File: src/rtl/dot_matrix_arbiter.sv
// Round-robin display arbiter for two pattern requesters with tick-counted hold and a one-cycle gap.
// Optional: DOT_MATRIX_ARBITER_PREEMPT_EN lets req[1] take the display from requester 0 mid-hold.
module dot_matrix_arbiter #(
  parameter int unsigned HOLD_TICKS = 4,
  parameter logic [1:0]  IDLE_PAT   = 2'b11
) (
  input  logic       clk,
  input  logic       reset,
  input  logic       tick,
  input  logic [1:0] req,
  input  logic [1:0] pat0,
  input  logic [1:0] pat1,
  output logic [1:0] grant,
  output logic [1:0] done,
  output logic [1:0] pat_sel
);

  typedef enum logic [1:0] {IDLE, SHOW, GAP} state_t;

  localparam logic [3:0] LAST_CNT = 4'(HOLD_TICKS - 1);

  state_t     state, state_n;
  logic [1:0] grant_n, done_n, pat_n;
  logic [3:0] cnt, cnt_n;
  logic       last, last_n;
  logic       owner, pick;

  always_comb begin
    state_n = state;
    grant_n = grant;
    done_n  = '0;
    pat_n   = pat_sel;
    cnt_n   = cnt;
    last_n  = last;
    owner   = grant[1];
    // On a tie, serve whichever requester was not granted last.
    pick    = (req == 2'b11) ? ~last : req[1];
    case (state)
      IDLE: begin
        if (|req) begin
          state_n = SHOW;
          grant_n = pick ? 2'b10 : 2'b01;
          pat_n   = pick ? pat1 : pat0;
          cnt_n   = '0;
          last_n  = pick;
        end
      end
      SHOW: begin
        if (!req[owner]) begin
          state_n = IDLE;
          grant_n = '0;
          pat_n   = IDLE_PAT;
        end
`ifdef DOT_MATRIX_ARBITER_PREEMPT_EN
        else if (!owner && req[1]) begin
          grant_n = 2'b10;
          pat_n   = pat1;
          cnt_n   = '0;
          last_n  = 1'b1;
        end
`endif
        else if (tick) begin
          if (cnt == LAST_CNT) begin
            state_n = GAP;
            grant_n = '0;
            pat_n   = IDLE_PAT;
            done_n  = grant;
          end else begin
            cnt_n = cnt + 4'd1;
          end
        end
      end
      GAP:     state_n = IDLE;
      default: state_n = IDLE;
    endcase
  end

  always_ff @(posedge clk or negedge reset) begin
    if (!reset) begin
      state   <= IDLE;
      grant   <= '0;
      done    <= '0;
      pat_sel <= IDLE_PAT;
      cnt     <= '0;
      last    <= 1'b1;
    end else begin
      state   <= state_n;
      grant   <= grant_n;
      done    <= done_n;
      pat_sel <= pat_n;
      cnt     <= cnt_n;
      last    <= last_n;
    end
  end

endmodule

File: config.mk
export PLATFORM = sky130hd
export DESIGN_NAME = dot_matrix_arbiter
export DESIGN_NICKNAME = d
export VERILOG_FILES = /design/src/rtl/dot_matrix_arbiter.sv
export SDC_FILE = /design/constraint.sdc
export NUM_CORES = 1
export LEC_CHECK = 0
export CORE_MARGIN = 3
export CORE_UTILIZATION = 55
export CTS_BUF_LIST = sky130_fd_sc_hd__clkbuf_4 sky130_fd_sc_hd__clkbuf_8
export CTS_CLUSTER_SIZE = 16
export DETAILED_ROUTE_END_ITERATION = 10
export PLACE_DENSITY = 0.85
export REMOVE_ABC_BUFFERS = 1
export SKIP_LAST_GASP = 1
export SYNTH_ARGS = -nofsm -noshare
export SYNTH_HDL_FRONTEND = slang
export SYNTH_SLANG_ARGS = --single-unit
File: constraint.sdc
create_clock -name clk -period 3.3 [get_ports clk]
set_clock_uncertainty 0.05 [all_clocks]
set_input_delay 0.66 -clock clk [delete_from_list [all_inputs] [get_ports clk]]
set_output_delay 0.66 -clock clk [all_outputs]
set_load 0.005 [all_outputs]
Word level (Yosys, flattened, before mapping). Index checks and enable logic that the tools add are counted.

Bits in registers: 13. Input port bits: 9. Output and inout bits: 6.

Add/subtract/negate cells: 1. Magnitude comparators: 1. Equality and inequality tests: 9. Multiplexer cells: 29. Bitwise gates (word level): 1. Reduce and logical (&&, ||, !) cells: 7.

Operators by type and width (number): $mux 2 (18); $mux 4 (4); $pmux 2 s2 (3); $ne 2x2->1 const B (4); $pmux 4 s2 (1); $ne 3x3->1 const B (2); $reduce_and 5->1 (1); $add 4x1->4 const B (1); $eq 4x2->1 const B (1); $reduce_and 4->1 (1); $mux 1 (3); $reduce_and 3->1 (1); $eq 2x1->1 const B (1); $eq 2x2->1 const B (1); $logic_not 2->1 (1); $lt 1x2->1 const B (1); $reduce_and 2->1 (1); $reduce_bool 2->1 (1); $reduce_or 2->1 (1); $not 1->1 (1).

Longest topological paths before layout.
Depth in word-level cells: 5. Gate-level depth with buffers: 4. Depth with buffers taken out: 4.

Worst setup path after synthesis. Ideal clock, no wire load.

Kind: input port to flip-flop. Start: in req[1]. End: reg cnt[1]. Arrival: 1.583 ns. Path slack: 1.545 ns. Stages on the path: 3. Cells stage by stage: mux2i_1 -> or4_1 -> a32o_1.

Cells in the longest elaborated chain, start to end: 4. Elaborated cells between the ends (all ways): 6.

Ends and longest elaborated chain: start, declared (line 10) `input logic [1:0] req,`; $mux 1 (not written as such) (2 in a row) (line 49) `if (!req[owner]) begin`; $ne 2x2->1 (no line); $reduce_and 5->1 (no line) (*); end signal, assigned (line 91) `cnt <= cnt_n;`; end, declared (line 24) `logic [3:0] cnt, cnt_n;`.

Every way passes the cells marked *; elsewhere a longest branch is shown, timed or not. The select of a mux whose other input is x is not followed. A chain may end at the register's enable or synchronous reset.

Worst setup path in the final report.
Start: in req[0]. End: reg cnt[1].

Same word-level chain as after synthesis.

==> results.cfg <==
[power_and_ir_drop]
ir_worst_vdd_v = 0.000459
power_leakage_nw = 0.389
powerDensity_nw_per_um2 = 682

[clocking]
cts_buffer_depth = 2
cts_tree = built
cts_root_buf = clkbuf_4
cts.htree.levels = 1
cts_hold_buf = 0
clkSinkCount = 13
clkLatencyLatePin_ns = 0.27
cts_buffers = 3
clkTransAtPathRegs_ns = 0.08
post-cts-setup-buffer-count = 0
cts_resized = 0

[floorplanning]
die_x_um = 42.5
die_h_um = 42.5
initial_core_util_pct = 62.4
num_rows = 12
core_area_sq_um = 1170
io_pins = 15
dieArea_sq_um = 1800

[yosys]
synth_cells = 72
synth-main-ff-cell = dfrtp_1
ys_ff_latch = 13
synth.top_cells.by_count = dfrtp_1, nand2_1, o21ai_0
synth_area_leaders = dfrtp_1, dfstp_2, nor2b_1
ys_warn_count = 0
synth_area_leader_cell = dfrtp_1
synth.distinct_cells = 36
synth_edf_count = 0
ys_seq_area_share_pct = 45.0
synthesis.area_sq_um = 731
async_flop_share_pct = 100
avgSynthCellArea_sq_um = 10.1
synth_top_area_share_pct = 34.2
yosys.cell_count.top_type = dfrtp_1

[worst_setup_path]
slowest_delay_ns = 0.60
startpoint_type = input port
crit_chain = clkdlybuf4s50_1 > mux2i_1 > or4_1 > a32o_1
crit_slowest_cell = clkdlybuf4s50_1
worst_ep_arrival_time_ns = 2.36
critPathKind = input port to flop
setup.worst_path.end_class = flop
crit_buf_inv = 1
crit_family = buffers and inverters
required_ns = 3.41
crit_fanout = 8

[layout]
area_growth_pct = 24.7
drive_gt1_share_pct = 15.9
antenna_cells = 0
nets = 99

[timing]
worst_pin_slew_ns = 0.776
hold_viol = 0
maxSlewViolCount = 0
fin_crit_sh_pct = 68.2
setup_slack_ns = 1.05
fin_tns_setup_ns = 0
slew_headroom_pct = 47.8
rsz0062_at_grt = no
final.min_clock_period_ns = 2.25
setup_violations = 0
max_freq_ghz = 0.445

[grt]
overflow = 0
grt_pass1_wl_um = 2880
grt_pass1_vias = 616
grt_max_degree = 15
antenna_found_initial = 0
grt_use_total_pct = 20.5

[routing]
drc = 0
wl_um = 1660
wl_per_cell_um = 16.3
vias = 638
drtIter0Drc = 37
drt-pass1-iter-count = 4
ant_nets = 0
avgViaCountPerCell = 6.25

[min_path]
hold_path_class = flop to flop

[outcome]
status = finished clean

[place]
place.detailed.hpwl_um = 1130
gp_congestion = 0.754
portBuffers = 14
place_ws_ns = 0.825

[run]
maxCapViolations = 0
## cell usage in the layout (no fill, tap or decap), types with 2 or more instances in the layout
cell type,instances
clkdlybuf4s50_1,14
dfrtp_1,10
nand2_1,6
o21ai_0,5
nor2b_1,4
clkbuf_4,4
nor3b_1,3
nand3_1,3
nor3_1,3
dfstp_2,3
inv_1,2
nand2b_1,2
o211ai_1,2
o32a_1,2
o21bai_1,2
o221a_2,2
## cells by family after synthesis
group | Yosys count | share of synthesized area [%]
simple gates | 32 | 26.5
compound gates | 20 | 21.7
flops | 13 | 45.0
buf+inv | 4 | 2.06
mux | 2 | 2.91
fa+ha+maj | 1 | 1.71
## worst min-delay path: stages (launching register included)
cell,delay [ns]
dfstp_2,0.38
o21ai_0,0.08
nand2_1,0.06
## report_power, final
group          switching (mW)  internal (mW)  total [mW]
Combinational          0.0991          0.132       0.231
Sequential             0.0651          0.219       0.284
Clock                  0.0509         0.0550       0.106
Total                   0.215          0.406       0.621
## final timing paths
| check | startpoint | to | slack (ns) | cells after the start |
|---|---|---|---|---|
| setup / recovery | req[0] | cnt[1] | 1.05 | 4 |
| hold / removal | last | last | 0.47 | 2 |
| setup reg to reg | cnt[0] | cnt[1] | 1.44 | 4 |
| hold reg to reg | last | last | 0.47 | 2 |
| max in group asynchronous | reset | grant[1] | 2.10 | 1 |
| min in group asynchronous | reset | grant[0] | 0.71 | 1 |
## per-stage QoR
stage          total power [mW]  utilization [%]  instance area (sq um)  cells  hold WS, ns
3_5_place_dp              0.511             75.2                    881     98        0.466
5_1_grt                   0.661             77.8                    911    102        0.503
2_1_floorplan             0.410                -                    723     70        0.314
3_3_place_gp              0.505             75.2                    881     98        0.437
4_1_cts                   0.619             77.8                    911    102        0.482
6_report                  0.621             77.8                    911    102        0.470
## flip-flops by register name, summed over array words and instances (netlist names)
signal   flops
last         1
state        2
pat_sel      2
done         2
grant        2
cnt          4
## cell type report
cell class / instances / area [sq um]
inverter: 2 / 7.51
sequential: 13 / 329
tap: 14 / 17.5
clock buffer: 4 / 30.0
multi-input combinational: 55 / 387
fill: 84 / 260
timing repair buffer: 14 / 140
## metal layers
layer | share of wire (%) | track usage, % | vias to the layer above
li1 | - | - | 309
met1 | 46 | 27.4 | 299
met2 | 47 | 34.0 | 28
met3 | 5.5 | 4.29 | 2
met4 | 0.48 | 3.73 | 0
met5 | 0 | 0 | -
(Power assumes the default switching activity.)
